[config.mk]
export PLATFORM = sky130hd
export DESIGN_NAME = tile_grid_ctrl_flat
export DESIGN_NICKNAME = d
export VERILOG_FILES = /design/src/rtl/tile_grid_ctrl_if.sv /design/src/rtl/tile_grid_ctrl.sv /design/src/flat_wrapper.sv
export SDC_FILE = /design/constraint.sdc
export NUM_CORES = 1
export LEC_CHECK = 0
export BUFFER_PORTS_ARGS = -buffer_cell sky130_fd_sc_hd__buf_2
export CELL_PAD_IN_SITES_DETAIL_PLACEMENT = 0
export CELL_PAD_IN_SITES_GLOBAL_PLACEMENT = 1
export CORE_MARGIN = 1.5
export CORE_UTILIZATION = 30
export CTS_BUF_LIST = sky130_fd_sc_hd__clkbuf_8 sky130_fd_sc_hd__clkbuf_16
export DETAILED_ROUTE_END_ITERATION = 8
export PLACE_DENSITY = 0.59
export REMOVE_ABC_BUFFERS = 1
export SLEW_MARGIN = 20
export SYNTH_ARGS = -nofsm -noshare
export SYNTH_HDL_FRONTEND = slang
export SYNTH_SLANG_ARGS = --single-unit
[constraint.sdc]
create_clock -name clk -period 3.7 [get_ports clk]
set_input_delay 0.74 -clock clk [delete_from_list [all_inputs] [get_ports clk]]
set_output_delay 0.74 -clock clk [all_outputs]
set_load 0.1 [all_outputs]
[src/rtl/tile_grid_ctrl_if.sv]
// Signal bundle between tile_grid_ctrl and its users: pixel lookup, level load and tile clear.
interface tile_grid_ctrl_if;
    logic [10:0] pixelX;
    logic [10:0] pixelY;
    logic        loadReq;
    logic [1:0]  levelSel;
    logic        clearReq;
    logic [2:0]  clearCol;
    logic [2:0]  clearRow;
    logic [10:0] offsetX;
    logic [10:0] offsetY;
    logic [1:0]  Tile_type;
    logic        clearAck;
    logic        busy;
    logic [5:0]  giftsLeft;
    logic        levelDone;

    modport master (
        output pixelX, pixelY, loadReq, levelSel, clearReq, clearCol, clearRow,
        input  offsetX, offsetY, Tile_type, clearAck, busy, giftsLeft, levelDone
    );

    modport slave (
        input  pixelX, pixelY, loadReq, levelSel, clearReq, clearCol, clearRow,
        output offsetX, offsetY, Tile_type, clearAck, busy, giftsLeft, levelDone
    );
endinterface

[src/rtl/tile_grid_ctrl.sv]
// Maps VGA pixels to tile type and in-tile offset over an 8x6 flip-flop level grid,
// and owns level loading from ROM, gift clearing and the remaining-gift count.
module tile_grid_ctrl #(
    parameter int TILE_SIZE = 80,
    parameter int GRID_COLS = 8,
    parameter int GRID_ROWS = 6
) (
    input logic             clk,
    input logic             resetN,
    tile_grid_ctrl_if.slave bus
);
    localparam int          CELLS    = GRID_COLS * GRID_ROWS;
    localparam int          IDX_W    = $clog2(CELLS);
    localparam logic [10:0] X_LIMIT  = 11'(GRID_COLS * TILE_SIZE);
    localparam logic [10:0] Y_LIMIT  = 11'(GRID_ROWS * TILE_SIZE);
    localparam logic [5:0]  GIFT_MAX = 6'(CELLS);

    localparam logic [1:0] BG = 2'b00;
    localparam logic [1:0] FL = 2'b01;
    localparam logic [1:0] GF = 2'b10;
    localparam logic [1:0] HO = 2'b11;

    // One row of eight tiles per line; the bottom row of every level is solid floor.
    localparam logic [1:0] LEVEL_ROM [4][48] = '{
        '{BG, FL, FL, GF, FL, FL, FL, BG,
          FL, FL, FL, GF, FL, HO, FL, FL,
          FL, GF, FL, FL, FL, FL, GF, FL,
          FL, FL, HO, FL, FL, FL, FL, FL,
          FL, FL, FL, FL, GF, FL, FL, FL,
          FL, FL, FL, FL, FL, FL, FL, FL},
        '{FL, FL, FL, FL, FL, FL, FL, FL,
          GF, FL, FL, FL, FL, FL, FL, GF,
          FL, FL, HO, HO, HO, FL, FL, FL,
          FL, GF, FL, FL, FL, FL, GF, FL,
          BG, BG, FL, FL, FL, FL, BG, BG,
          FL, FL, FL, FL, FL, FL, FL, FL},
        '{GF, GF, GF, GF, GF, GF, GF, GF,
          FL, FL, FL, FL, FL, FL, FL, FL,
          FL, FL, FL, FL, FL, FL, FL, FL,
          FL, FL, FL, FL, HO, FL, FL, FL,
          FL, FL, FL, FL, FL, FL, FL, FL,
          FL, FL, FL, FL, FL, FL, FL, FL},
        '{FL, HO, FL, HO, FL, HO, FL, HO,
          FL, FL, FL, FL, FL, FL, FL, FL,
          BG, BG, BG, BG, BG, BG, BG, BG,
          FL, FL, FL, FL, FL, FL, FL, FL,
          HO, FL, FL, FL, FL, FL, FL, HO,
          FL, FL, FL, FL, FL, FL, FL, FL}
    };

    typedef enum logic [1:0] {BOOT, IDLE, LOAD, CLEAR} state_t;

    state_t             state_q, state_d;
    logic [1:0]         level_q, level_d;
    logic [IDX_W-1:0]   index_q, index_d;
    logic [5:0]         gifts_q, gifts_d;
    logic [1:0]         grid_q [CELLS];
    logic [1:0]         grid_d [CELLS];
    logic               clearAck_q, clearAck_d;
    logic [10:0]        offsetX_q, offsetX_d;
    logic [10:0]        offsetY_q, offsetY_d;
    logic [1:0]         tileType_q, tileType_d;

    logic [1:0]         romEntry;
    logic [IDX_W-1:0]   clearIdx;
    logic               clearInRange;
    logic [IDX_W-1:0]   lookIdx;
    logic               inField;
    logic [10:0]        baseX, baseY;
    int                 lookCol, lookRow;

    always_ff @(posedge clk or negedge resetN) begin
        if (!resetN) begin
            state_q <= BOOT;
        end else begin
            state_q <= state_d;
        end
    end

    // A held clearReq is not re-served in the cycle its acknowledge is visible.
    always_comb begin
        state_d = state_q;
        case (state_q)
            BOOT:  state_d = LOAD;
            IDLE: begin
                if (bus.loadReq) begin
                    state_d = LOAD;
                end else if (bus.clearReq && !clearAck_q) begin
                    state_d = CLEAR;
                end
            end
            LOAD: begin
                if (index_q == IDX_W'(CELLS - 1)) begin
                    state_d = IDLE;
                end
            end
            CLEAR: state_d = IDLE;
            default: state_d = BOOT;
        endcase
    end

    assign romEntry     = LEVEL_ROM[level_q][index_q];
    assign clearInRange = (int'(bus.clearCol) < GRID_COLS) && (int'(bus.clearRow) < GRID_ROWS);
    assign clearIdx     = IDX_W'(int'(bus.clearRow) * GRID_COLS + int'(bus.clearCol));

    always_comb begin
        level_d    = level_q;
        index_d    = index_q;
        gifts_d    = gifts_q;
        grid_d     = grid_q;
        clearAck_d = 1'b0;
        case (state_q)
            BOOT: begin
                level_d = 2'd0;
                index_d = '0;
                gifts_d = '0;
            end
            IDLE: begin
                if (bus.loadReq) begin
                    level_d = bus.levelSel;
                    index_d = '0;
                    gifts_d = '0;
                end
            end
            LOAD: begin
                grid_d[index_q] = romEntry;
                if (romEntry == GF && gifts_q < GIFT_MAX) begin
                    gifts_d = gifts_q + 6'd1;
                end
                index_d = (index_q == IDX_W'(CELLS - 1)) ? '0 : index_q + IDX_W'(1);
            end
            CLEAR: begin
                clearAck_d = 1'b1;
                if (clearInRange && grid_q[clearIdx] == GF) begin
                    grid_d[clearIdx] = BG;
                    if (gifts_q != 6'd0) begin
                        gifts_d = gifts_q - 6'd1;
                    end
                end
            end
            default: ;
        endcase
    end

    // Comparator chain: the highest tile boundary not above the pixel gives tile and base.
    always_comb begin
        lookCol = 0;
        lookRow = 0;
        baseX   = '0;
        baseY   = '0;
        for (int k = 1; k < GRID_COLS; k++) begin
            if (bus.pixelX >= 11'(k * TILE_SIZE)) begin
                lookCol = k;
                baseX   = 11'(k * TILE_SIZE);
            end
        end
        for (int k = 1; k < GRID_ROWS; k++) begin
            if (bus.pixelY >= 11'(k * TILE_SIZE)) begin
                lookRow = k;
                baseY   = 11'(k * TILE_SIZE);
            end
        end
    end

    assign lookIdx = IDX_W'(lookRow * GRID_COLS + lookCol);
    assign inField = (bus.pixelX < X_LIMIT) && (bus.pixelY < Y_LIMIT);

    // Lookup reads grid_d so a tile cleared this cycle already shows as background.
    always_comb begin
        offsetX_d  = inField ? bus.pixelX - baseX : 11'd0;
        offsetY_d  = inField ? bus.pixelY - baseY : 11'd0;
        tileType_d = (inField && state_q != LOAD) ? grid_d[lookIdx] : BG;
    end

    always_ff @(posedge clk or negedge resetN) begin
        if (!resetN) begin
            level_q    <= '0;
            index_q    <= '0;
            gifts_q    <= '0;
            grid_q     <= '{default: BG};
            clearAck_q <= 1'b0;
            offsetX_q  <= '0;
            offsetY_q  <= '0;
            tileType_q <= BG;
        end else begin
            level_q    <= level_d;
            index_q    <= index_d;
            gifts_q    <= gifts_d;
            grid_q     <= grid_d;
            clearAck_q <= clearAck_d;
            offsetX_q  <= offsetX_d;
            offsetY_q  <= offsetY_d;
            tileType_q <= tileType_d;
        end
    end

    assign bus.offsetX   = offsetX_q;
    assign bus.offsetY   = offsetY_q;
    assign bus.Tile_type = tileType_q;
    assign bus.clearAck  = clearAck_q;
    assign bus.busy      = (state_q == LOAD);
    assign bus.giftsLeft = gifts_q;
    assign bus.levelDone = (state_q != LOAD) && (gifts_q == 6'd0);
endmodule

[src/flat_wrapper.sv]
// flat-port wrapper written by rule: the top's interface ports become plain ports
module tile_grid_ctrl_flat 
#(
    parameter int TILE_SIZE = 80,
    parameter int GRID_COLS = 8,
    parameter int GRID_ROWS = 6
)
  (clk, resetN, bus_pixelX, bus_pixelY, bus_loadReq, bus_levelSel, bus_clearReq, bus_clearCol, bus_clearRow, bus_offsetX, bus_offsetY, bus_Tile_type, bus_clearAck, bus_busy, bus_giftsLeft, bus_levelDone);
  tile_grid_ctrl_if bus_i ();
  input logic clk;
  input logic resetN;
  input wire logic [$bits(bus_i.pixelX)-1:0] bus_pixelX;
  input wire logic [$bits(bus_i.pixelY)-1:0] bus_pixelY;
  input wire logic [$bits(bus_i.loadReq)-1:0] bus_loadReq;
  input wire logic [$bits(bus_i.levelSel)-1:0] bus_levelSel;
  input wire logic [$bits(bus_i.clearReq)-1:0] bus_clearReq;
  input wire logic [$bits(bus_i.clearCol)-1:0] bus_clearCol;
  input wire logic [$bits(bus_i.clearRow)-1:0] bus_clearRow;
  output wire logic [$bits(bus_i.offsetX)-1:0] bus_offsetX;
  output wire logic [$bits(bus_i.offsetY)-1:0] bus_offsetY;
  output wire logic [$bits(bus_i.Tile_type)-1:0] bus_Tile_type;
  output wire logic [$bits(bus_i.clearAck)-1:0] bus_clearAck;
  output wire logic [$bits(bus_i.busy)-1:0] bus_busy;
  output wire logic [$bits(bus_i.giftsLeft)-1:0] bus_giftsLeft;
  output wire logic [$bits(bus_i.levelDone)-1:0] bus_levelDone;
  assign bus_i.pixelX = bus_pixelX;
  assign bus_i.pixelY = bus_pixelY;
  assign bus_i.loadReq = bus_loadReq;
  assign bus_i.levelSel = bus_levelSel;
  assign bus_i.clearReq = bus_clearReq;
  assign bus_i.clearCol = bus_clearCol;
  assign bus_i.clearRow = bus_clearRow;
  assign bus_offsetX = bus_i.offsetX;
  assign bus_offsetY = bus_i.offsetY;
  assign bus_Tile_type = bus_i.Tile_type;
  assign bus_clearAck = bus_i.clearAck;
  assign bus_busy = bus_i.busy;
  assign bus_giftsLeft = bus_i.giftsLeft;
  assign bus_levelDone = bus_i.levelDone;
  tile_grid_ctrl #(.TILE_SIZE(TILE_SIZE), .GRID_COLS(GRID_COLS), .GRID_ROWS(GRID_ROWS)) u_core (.clk(clk), .resetN(resetN), .bus(bus_i));
endmodule
=== After elaboration in Yosys (flattened, before gate mapping) ===
Index checks and enable logic that the tools add are counted.

* Word-level logic and storage cells: 182
* Memories: 0
* Bits in writable memories: 0
* Output and inout port bits: 33
* Input bits: 34
* Bits in registers: 137
* Bits in read-only memories: 0
* Latch bits: 0

* Bitwise gates (word level): 6
* Multipliers: 0
* Equality and inequality tests: 13
* Add/subtract/negate cells: 7
* Reduce and logical (&&, ||, !) cells: 18
* Muxes and demuxes: 60
* Div/mod/pow operators: 0
* $lt $le $gt $ge: 22
* Shift-type cells: 0

{| class="wikitable"
|+ Operator list
! cell !! number
|-
| two-way mux 96 bit || 3
|-
| binary-select mux 96 bit (select 2 bit) || 1
|-
| one-hot mux 96 bit (2 select lines) || 1
|-
| AND 96 bit || 1
|-
| bitwise mux 96 bit || 1
|-
| NOT 96 bit || 1
|-
| two-way mux 11 bit || 8
|-
| two-way mux 6 bit || 10
|-
| greater-or-equal comparator 11 x 9 -> 1 bit (second input constant) || 5
|-
| greater-or-equal comparator 11 x 8 -> 1 bit (second input constant) || 4
|-
| binary-select mux 2 bit (select 6 bit) || 3
|-
| two-way mux 2 bit || 16
|-
| demux 2 bit (select 6 bit) || 2
|-
| one-hot mux 6 bit (4 select lines) || 1
|-
| greater-or-equal comparator 11 x 7 -> 1 bit (second input constant) || 2
|-
| greater-or-equal comparator 7 bit (second input constant) || 3
|-
| NOT 6 -> 7 bit || 3
|-
| two-way mux 9 bit || 2
|-
| one-hot mux 6 bit (3 select lines) || 1
|-
| two-way mux 8 bit || 2
|-
| < comparator 7 x 1 -> 1 bit (second input constant) || 2
|-
| two-way mux 7 bit || 2
|-
| adder 6 x 1 -> 6 bit (second input constant) || 2
|-
| greater-or-equal comparator 11 x 10 -> 1 bit (second input constant) || 1
|-
| 30 further kinds || 49
|}

=== Logic depth before layout (Yosys ltp) ===
Gate-level depths: netlist (run 1).

* Word-level depth: 14
* Depth in mapped cells: 17

=== Worst setup path after synthesis (run 1) ===
OpenSTA, ideal clock, no wires.

* Path kind: input port to flip-flop
* Start point: in bus_pixelX[7]
* End point: reg u_core.offsetX_q[9], in the netlist u_core.bus.offsetX[9]
* Setup slack: 0.210 ns
* Stages: 16
* Required time: 3.568 ns
* Library setup time: 0.132 ns
* Data arrival time: 3.358 ns
* Path through: clkbuf_1 -> nand2b_1 -> a32o_1 -> o31a_1 -> buf_2 -> inv_2 -> clkbuf_1 -> buf_2 -> ha_1 -> nor2b_1 -> o21ai_0 -> nand2b_1 -> a21o_1 -> a21oi_1 -> xor2_1 -> nor2_1

* Cells in the longest elaborated chain, start to end: 10
* Elaborated cells on any way between the ends: 18
* Those cells by class: add/sub (1); order compare (8); mux (8); reduce/logical (1)

{| class="wikitable"
|+ Ends and longest elaborated chain
! item !! line !! text
|-
| from (decl) || flat_wrapper.sv:12 || <nowiki>input wire logic [$bits(bus_i.pixelX)-1:0] bus_pixelX;</nowiki>
|-
| greater-or-equal comparator 11 x 7 -> 1 bit || tile_grid_ctrl.sv:152 || <nowiki>if (bus.pixelX >= 11'(k * TILE_SIZE)) begin</nowiki>
|-
| two-way mux 7 bit || tile_grid_ctrl.sv:152 ||
|-
| two-way mux 11 bit (6 in series) || tile_grid_ctrl.sv:152 ||
|-
| subtractor 11 bit || tile_grid_ctrl.sv:170 || <nowiki>offsetX_d = inField ? bus.pixelX - baseX : 11'd0;</nowiki>
|-
| two-way mux 11 bit (*) || tile_grid_ctrl.sv:170 ||
|-
| named net u_core.offsetX_d[9] || tile_grid_ctrl.sv:60 || <nowiki>logic [10:0] offsetX_q, offsetX_d;</nowiki>
|-
| to (signal assigned) || tile_grid_ctrl.sv:191 || <nowiki>offsetX_q <= offsetX_d;</nowiki>
|-
| to (decl) || tile_grid_ctrl.sv:60 ||
|}

Mark *: on every way through the listed nets, which the timed path passes. The rest lies on a longest branch.
A chain may end at the register's enable or synchronous reset.

=== Worst setup path after layout (run 1) ===
* Start point: in bus_clearCol[2]
* End point: reg u_core.tileType_q[1], in the netlist u_core.bus.Tile_type[1]

* Cells in the longest elaborated chain, start to end: 14
* Elaborated cells on any way between the ends: 20
* Those cells by class: add/sub (1); order compare (2); eq/ne (1); mux (11); bitwise (3); reduce/logical (2)

{| class="wikitable"
|+ Ends and longest elaborated chain
! item !! line !! text
|-
| from (decl) || flat_wrapper.sv:17 || <nowiki>input wire logic [$bits(bus_i.clearCol)-1:0] bus_clearCol;</nowiki>
|-
| adder 6 x 3 -> 6 bit (*) || tile_grid_ctrl.sv:104 || <nowiki>assign clearIdx = IDX_W'(int'(bus.clearRow) * GRID_COLS + int'(bus.clearCol));</nowiki>
|-
| NOT 6 -> 7 bit (implied by the code) (*) || tile_grid_ctrl.sv:134, tile_grid_ctrl.sv:135 ||
|-
| greater-or-equal comparator 7 bit (implied by the code) / < comparator 7 x 1 -> 1 bit (equally long branches) || tile_grid_ctrl.sv:135 || <nowiki>grid_d[clearIdx] = BG;</nowiki>
|-
| logical AND 1 bit (implied by the code) || tile_grid_ctrl.sv:135 ||
|-
| two-way mux 2 bit (implied by the code) || tile_grid_ctrl.sv:135 ||
|-
| demux 2 bit (select 6 bit) || tile_grid_ctrl.sv:135 ||
|-
| NOT 96 bit (no source line) || n/a ||
|-
| AND 96 bit (no source line) || n/a ||
|-
| two-way mux 96 bit (*) || tile_grid_ctrl.sv:134 || <nowiki>if (clearInRange && grid_q[clearIdx] == GF) begin</nowiki>
|-
| one-hot mux 96 bit (2 select lines) (*) || tile_grid_ctrl.sv:112 || <nowiki>case (state_q)</nowiki>
|-
| binary-select mux 2 bit (select 6 bit) (*) || tile_grid_ctrl.sv:172 || <nowiki>tileType_d = (inField && state_q != LOAD) ? grid_d[lookIdx] : BG;</nowiki>
|-
| two-way mux 2 bit (implied by the code) (*) (2 in series) || tile_grid_ctrl.sv:172 ||
|-
| two-way mux 2 bit (*) || tile_grid_ctrl.sv:172 ||
|-
| named net u_core.tileType_d[1] || tile_grid_ctrl.sv:62 || <nowiki>logic [1:0] tileType_q, tileType_d;</nowiki>
|-
| to (signal assigned) || tile_grid_ctrl.sv:193 || <nowiki>tileType_q <= tileType_d;</nowiki>
|-
| to (decl) || tile_grid_ctrl.sv:62 ||
|}

Mark *: on every way through the listed nets, which the timed path passes. The rest lies on a longest branch. The select of a mux whose other input is x is not followed.

==> impl_metrics.py, run 1 <==
metrics = {
    "outcome": {
        "status": "complete, no violations",
    },
    "place": {
        "io_buffers": 66,
        "placed_area_mm2": 0.01125,
        "placed_cells": 1652,
        "hpwl_um": 31370,
        "routabilityCongestion": 0.9672,
    },
    "sta": {
        "hold_viol_final": 0,
        "worstMarginPinSlew_ps": 762.6,
        "setup_viol": 0,
        "rsz0062_at_grt": "no",
        "min_period_over_period_pct": 93.95,
        "finalSetupTns_ps": 0,
        "fmax_ghz": 0.2877,
        "clock-skew-final_ps": 15.54,
        "period_needed_ps": 3476,
        "slew_viol_final": 0,
        "max_slew_margin_pct": 48.62,
    },
    "final_layout": {
        "seq_area_mm2": 0.003428,
        "num-fill-cells": 3252,
        "nets": 1329,
        "stdcell_count": 1684,
        "area_delta_synth_final_pct": 24.63,
        "design_area_mm2": 0.01189,
        "multiInputGateArea_mm2": 0.005608,
        "layout-drive-gt1-share_pct": 23.79,
        "diodes": 0,
    },
    "global_routing": {
        "grt_pass1_wl_um": 61630,
        "grt.overflow.total": 0,
        "grt_pass1_vias": 9473,
        "grt_max_degree": 78,
        "track_usage_pct": 25.36,
        "antenna_found_initial": 0,
    },
    "synthesis": {
        "seq_area_frac_synth_pct": 35.93,
        "avgSynthCellArea_um2": 8.587,
        "synth_top_area_cell": "dfrtp_1",
        "synthCells": 1111,
        "synthTopCellsByCount": "dfrtp_1, nand2_1, nor2_1",
        "synth_area_leaders": "dfrtp_1, mux2i_1, a21oi_1",
        "ys.flop_type": "dfrtp_1",
        "synth_edf_count": 0,
        "yosysMostFrequentCell": "dfrtp_1",
        "synth_top_cell_area_share_pct": 35.93,
        "async_reset_ff_share_pct": 100.0,
        "yosysUniqueCellTypes": 83,
        "synth-warning-count": 0,
        "synth-seq-cells": 137,
        "netlist_area_mm2": 0.009540,
    },
    "clock_network": {
        "cts_tree": "built",
        "post_cts_resized": 0,
        "ctsHtreeMaxLevel": 4,
        "cts_setup_buffers": 0,
        "cts_buffer_depth": 2,
        "cts.sinks": 137,
        "insertion_delay_ps": 440,
        "postCtsHoldBufs": 0,
        "clockRootBuffer": "clkbuf_16",
        "path_clk_slew_ps": 70,
        "cts_buffers": 17,
    },
    "worst_setup_path": {
        "cp_max_fo": 15,
        "critPathSlowestCell": "a221o_1",
        "crit_path_cell_trace": "buf_2, buf_4, mux2i_1, o221a_2, o211ai_1, a21boi_0, a221o_1, buf_4, nor4_4, nor4_1, o41a_1, or3_1, o211a_1",
        "arrival_ps": 3810,
        "cp-end-kind": "flip-flop",
        "worstPathRequired_ps": 4030,
        "path_class": "primary input to flip-flop",
        "crit_family": "compound AO/OA/AOI/OAI gates",
        "crit_path_frequent_cell": "buf_4",
        "cp_num_buf_inv": 3,
        "cp_slowest_stage_delay_ps": 440,
        "critPathLaunchType": "primary input",
    },
    "pwr": {
        "vdd_drop_max_uv": 343.2,
        "leakagePower_nw": 5.220,
        "swShare_pct": 43.06,
        "power_density_mw_per_mm2": 571.2,
        "intPower_w": 0.003867,
        "combPwrFrac_pct": 43.3,
        "p_clk_share_pct": 28.2,
        "seq_power_share_pct": 28.5,
        "p_switching_w": 0.002925,
    },
    "floorplanning": {
        "core_area_mm2": 0.03139,
        "io_pins": 67,
        "dieArea_mm2": 0.03288,
        "initial_core_util_pct": 30.39,
        "die_height_um": 181.3,
        "rows": 65,
        "die_w_um": 181.3,
    },
    "routing": {
        "drc_errors": 0,
        "final_antenna_net_count": 0,
        "drt-initial-drc-count": 845,
        "wl_um": 41140,
        "routed-via-count": 9618,
        "vias_per_cell": 5.711,
        "first_pass_iters": 5,
        "avgRoutedWirePerCell_um": 24.43,
    },
    "job": {
        "cap_violations": 0,
    },
    "min_path": {
        "hold_class": "primary input to asynchronous set/reset pin",
    },
}
==> power groups by stage <==
stage               sequential, W  clock (W)  combinational [W]
floorplan                 0.00221          0            0.00138
global placement          0.00196          0            0.00290
detailed placement        0.00196          0            0.00290
CTS                       0.00193    0.00195            0.00291
global route              0.00196    0.00201            0.00315
finish                    0.00194    0.00191            0.00294
==> final cells by class <==
class,instances,share of cell area (%)
Clock buffer,17,3.578
Sequential cell,137,28.83
Clock inverter,15,1.778
Tap cell,402,4.230
Multi-Input combinational cell,861,47.16
Timing Repair Buffer,217,13.31
Inverter,35,1.105
==> registers in the layout, indices dropped and copies added, names as in the netlist, 2 cells and up <==
name                  count
u_core.grid_q            96
u_core.bus.offsetX       11
u_core.bus.offsetY       11
u_core.bus.giftsLeft      6
u_core.index_q            6
u_core.bus.Tile_type      2
u_core.level_q            2
u_core.state_q            2
==> cell usage in the layout (no fill, tap or decap), types with 8 or more instances in the layout <==
cell type,n
buf_4,142
dfrtp_1,137
nand2_1,106
nor2_1,91
a21oi_1,87
o21ai_0,78
buf_2,65
mux2i_1,46
inv_1,31
nand3_1,31
mux2_2,30
nor3_1,28
nand2b_1,27
nor2b_1,23
ha_1,23
clkbuf_16,17
a211oi_1,15
a31oi_1,15
and2_1,14
o21bai_1,14
a21o_1,13
o211ai_1,11
or3_1,11
nand3b_1,10
and3_1,10
o21a_1,10
a22oi_1,9
buf_12,9
o22ai_1,8
or2_2,8
nand4_1,8
xnor2_1,8
==> routing by layer <==
metal / share of wire [%] / global-route usage (%) / up-vias
li1: - / - / 4395
met1: 46 / 35.49 / 4748
met2: 44 / 38.49 / 404
met3: 7.0 / 5.241 / 71
met4: 3.3 / 9.100 / 0
met5: 0 / 0 / -
==> logic make-up (layout without fill, tap and decap cells) <==
group                    after synthesis  count (layout)  share of synthesized area (%)
XOR/XNOR                              10              10                         0.9181
AND/OR/NAND/NOR                      402             402                          21.36
flip-flops                           137             137                          35.93
buffers and inverters                113             284                          5.377
AO/OA/AOI/OAI                        344             344                          23.69
multiplexers                          79              79                          9.075
adder cells (fa/ha/maj)               26              26                          3.646
==> worst paths after layout <==
kind / startpoint / end / slack, ps / cells after the start
max: bus_clearCol[2] / u_core.bus.Tile_type[1] / 220 / 13
min: resetN / u_core.bus.offsetX[4] / 330 / 1
max reg2reg: u_core.level_q[0] / u_core.bus.Tile_type[1] / 300 / 12
min reg2reg: u_core.grid_q[66] / u_core.grid_q[66] / 490 / 1
max in group asynchronous: resetN / u_core.grid_q[88] / 2510 / 2
min in group clk: u_core.grid_q[66] / u_core.grid_q[66] / 490 / 1
==> worst register-to-register path: stages (launching register included) <==
cell and delay, ps:
dfrtp_1 380, inv_1 150, ha_1 320, a21oi_1 120
a311oi_1 440, or3_1 210, o211a_1 360, a21oi_1 120
or4_1 550, a211oi_1 230, o221ai_1 160, o2111ai_1 130
o211a_1 170
==> stage by stage <==
stage	utilization, %	total power, W	setup slack (ps)	hold WS, ps
CTS	37.88	0.006786	239.2	374.2
finish	37.88	0.006792	223.9	325.6
global placement	35.85	0.004863	-212.8	473.4
global route	37.88	0.007114	64.44	386.0
floorplan	-	0.003585	-808.9	439.0
detailed placement	35.85	0.004852	-218.6	474.1
(Power assumes the default switching activity.)
==> run 2: changes to the inputs <==
--- a/config.mk
+++ b/config.mk
@@ -8,7 +8,6 @@
 export BUFFER_PORTS_ARGS = -buffer_cell sky130_fd_sc_hd__buf_2
 export CELL_PAD_IN_SITES_DETAIL_PLACEMENT = 0
 export CELL_PAD_IN_SITES_GLOBAL_PLACEMENT = 1
-export CORE_MARGIN = 1.5
 export CORE_UTILIZATION = 30
 export CTS_BUF_LIST = sky130_fd_sc_hd__clkbuf_8 sky130_fd_sc_hd__clkbuf_16
 export DETAILED_ROUTE_END_ITERATION = 8
==> constraint.sdc (replaced) <==
create_clock -name clk -period 4.3 [get_ports clk]
set_input_delay 0.86 -clock clk [delete_from_list [all_inputs] [get_ports clk]]
set_output_delay 0.86 -clock clk [all_outputs]
set_load 0.1 [all_outputs]
==> run 2 against run 1 <==
Clock skew about the same; via count decreased by 3.1%; cell count shrank 4.8%; sequential share of layout area rose by 1.7 points; utilization is 1.5 points lower; sequential power down 11%; combinational power shrank 19%.
==> impl_metrics.py, run 2 (synthesis gave the netlist of run 1 again) <==
metrics = {
    "floorplanning": {
        "initial_core_util_pct": 30.87,
        "core_area_mm2": 0.03091,
        "io_pins": 67,
        "die_height_um": 180.3,
        "dieArea_mm2": 0.03252,
        "rows": 64,
        "die_w_um": 180.3,
    },
    "job": {
        "cap_violations": 0,
    },
    "clock_network": {
        "cts_setup_buffers": 0,
        "post_cts_resized": 0,
        "cts_buffers": 17,
        "insertion_delay_ps": 450,
        "ctsHtreeMaxLevel": 4,
        "postCtsHoldBufs": 0,
        "cts.sinks": 137,
        "cts_tree": "built",
        "path_clk_slew_ps": 70,
        "cts_buffer_depth": 2,
        "clockRootBuffer": "clkbuf_16",
    },
    "final_layout": {
        "num-fill-cells": 3208,
        "multiInputGateArea_mm2": 0.005608,
        "stdcell_count": 1604,
        "final_common_cell": "dfrtp_1",
        "layout-drive-gt1-share_pct": 19.04,
        "seq_area_mm2": 0.003428,
        "diodes": 0,
        "nets": 1255,
        "area_delta_synth_final_pct": 17.70,
        "largest_reg_flops": 96,
        "final_cell_mix": "dfrtp_1, nand2_1, nor2_1",
        "regMostFlops": "u_core.grid_q",
    },
    "routing": {
        "avgRoutedWirePerCell_um": 24.98,
        "drc_errors": 0,
        "vias_per_cell": 5.810,
        "wl_um": 40070,
        "final_antenna_net_count": 0,
        "first_pass_iters": 6,
        "routed-via-count": 9319,
        "drt-initial-drc-count": 1075,
    },
    "pwr": {
        "p_total_w": 0.005641,
        "p_clk_share_pct": 27.5,
        "power_density_mw_per_mm2": 502.3,
        "p_switching_w": 0.002483,
        "vdd_drop_max_uv": 269.6,
        "seq_power_share_pct": 30.5,
        "leakagePower_nw": 4.810,
        "combPwrFrac_pct": 42.0,
        "intPower_w": 0.003158,
        "swShare_pct": 44.01,
    },
    "global_routing": {
        "grt.overflow.total": 0,
        "antenna_found_initial": 1,
        "gr-usage-met1_pct": 34.70,
        "track_usage_pct": 24.99,
        "grt_pass1_vias": 9190,
        "grt_max_degree": 95,
        "met3_usage_pct": 5.861,
        "grt_util_met2_pct": 37.27,
        "grt_busiest_layer": "met2",
        "grt_pass1_wl_um": 60210,
    },
    "sta": {
        "fmax_ghz": 0.2650,
        "fin_ws_ps": 526.3,
        "worstMarginPinSlew_ps": 965.9,
        "setup_viol": 0,
        "worst_hold_slack_ps": 495.5,
        "min_period_over_period_pct": 87.76,
        "rsz0062_at_grt": "no",
        "period_needed_ps": 3774,
        "max_slew_margin_pct": 35.61,
        "hold_viol_final": 0,
        "slew_viol_final": 0,
        "clock-skew-final_ps": 15.23,
    },
    "min_path": {
        "holdPathStages": 1,
        "hold_class": "flip-flop to flip-flop",
        "hp-start": "u_core.grid_q[42]",
        "holdPathEnd": "u_core.grid_q[42]",
    },
    "place": {
        "placed_cells": 1572,
        "preCtsSetupSlack_ps": 165.7,
        "io_buffers": 66,
        "hpwl_um": 29900,
        "routabilityCongestion": 0.9677,
    },
    "worst_setup_path": {
        "critPathSlowestCell": "nor2b_1",
        "r2r_end": "u_core.bus.Tile_type[0]",
        "crit_path_cell_trace": "buf_2, mux2_2, a221o_1, a221o_1, a222oi_1, nor2b_1, buf_4, and4b_1, a211oi_1, a21oi_1, o2111ai_1, o211a_1",
        "worstPathRequired_ps": 4690,
        "crit_path_frequent_cell": "a221o_1",
        "cp_slowest_stage_delay_ps": 440,
        "cp_max_fo": 18,
        "rrSetupSlack_ps": 570,
        "reg2reg_from": "u_core.index_q[0]",
        "critPathLaunchType": "primary input",
        "path_class": "primary input to flip-flop",
        "r2r_cells": 11,
        "cp-end-kind": "flip-flop",
        "arrival_ps": 4160,
    },
    "outcome": {
        "status": "complete, no violations",
    },
}
==> run 2: how the worst max path moves through the flow <==
stage	start	end	slack, ps	cells after the start
CTS	bus_clearCol[0]	u_core.bus.Tile_type[1]	630	12
finish	bus_clearCol[0]	u_core.bus.Tile_type[1]	530	12
global route	bus_clearCol[1]	u_core.bus.Tile_type[1]	420	13
global placement	bus_clearCol[0]	u_core.bus.Tile_type[1]	210	12
floorplan	bus_pixelX[6]	u_core.bus.Tile_type[1]	-330	11
detailed placement	bus_clearCol[0]	u_core.bus.Tile_type[1]	170	11
==> run 2: routing by layer <==
| layer | up-vias | share of wire (%) |
|---|---|---|
| li1 | 4256 | - |
| met1 | 4587 | 45 |
| met2 | 408 | 43 |
| met3 | 66 | 8.3 |
| met4 | 2 | 3.2 |
| met5 | - | 0.032 |
==> run 2: through the flow <==
stage / util (%) / TNS [ps] / area (um^2)
finish: 36.33 / 0 / 11230
global route: 36.33 / 0 / 11230
CTS: 36.33 / 0 / 11230
detailed placement: 34.38 / 0 / 10630
global placement: 34.38 / 0 / 10630
floorplan: - / -1042 / 9159
==> run 2: critical path, delay by kind of cell <==
kind | cells | cell delay, ps
buf+inv | 2 | 680
compound gates | 7 | 1490
simple gates | 2 | 730
mux | 1 | 390
==> run 2: area by class of cell <==
class,instances,share of cell area (%)
Sequential cell,137,30.53
Inverter,35,1.170
Tap cell,396,4.412
Timing Repair Buffer,143,8.591
Multi-Input combinational cell,861,49.94
Clock buffer,17,3.788
Clock inverter,15,1.571
==> run 2: power groups by stage <==
| stage | Clock, W | Sequential (W) | Combinational [W] |
|---|---|---|---|
| final | 0.00155 | 0.00172 | 0.00237 |
| after global routing | 0.00163 | 0.00174 | 0.00254 |
| after CTS | 0.00158 | 0.00171 | 0.00233 |
| after detailed placement | 0 | 0.00173 | 0.00233 |
| after global placement | 0 | 0.00174 | 0.00234 |
| after floorplan | 0 | 0.00190 | 0.00118 |
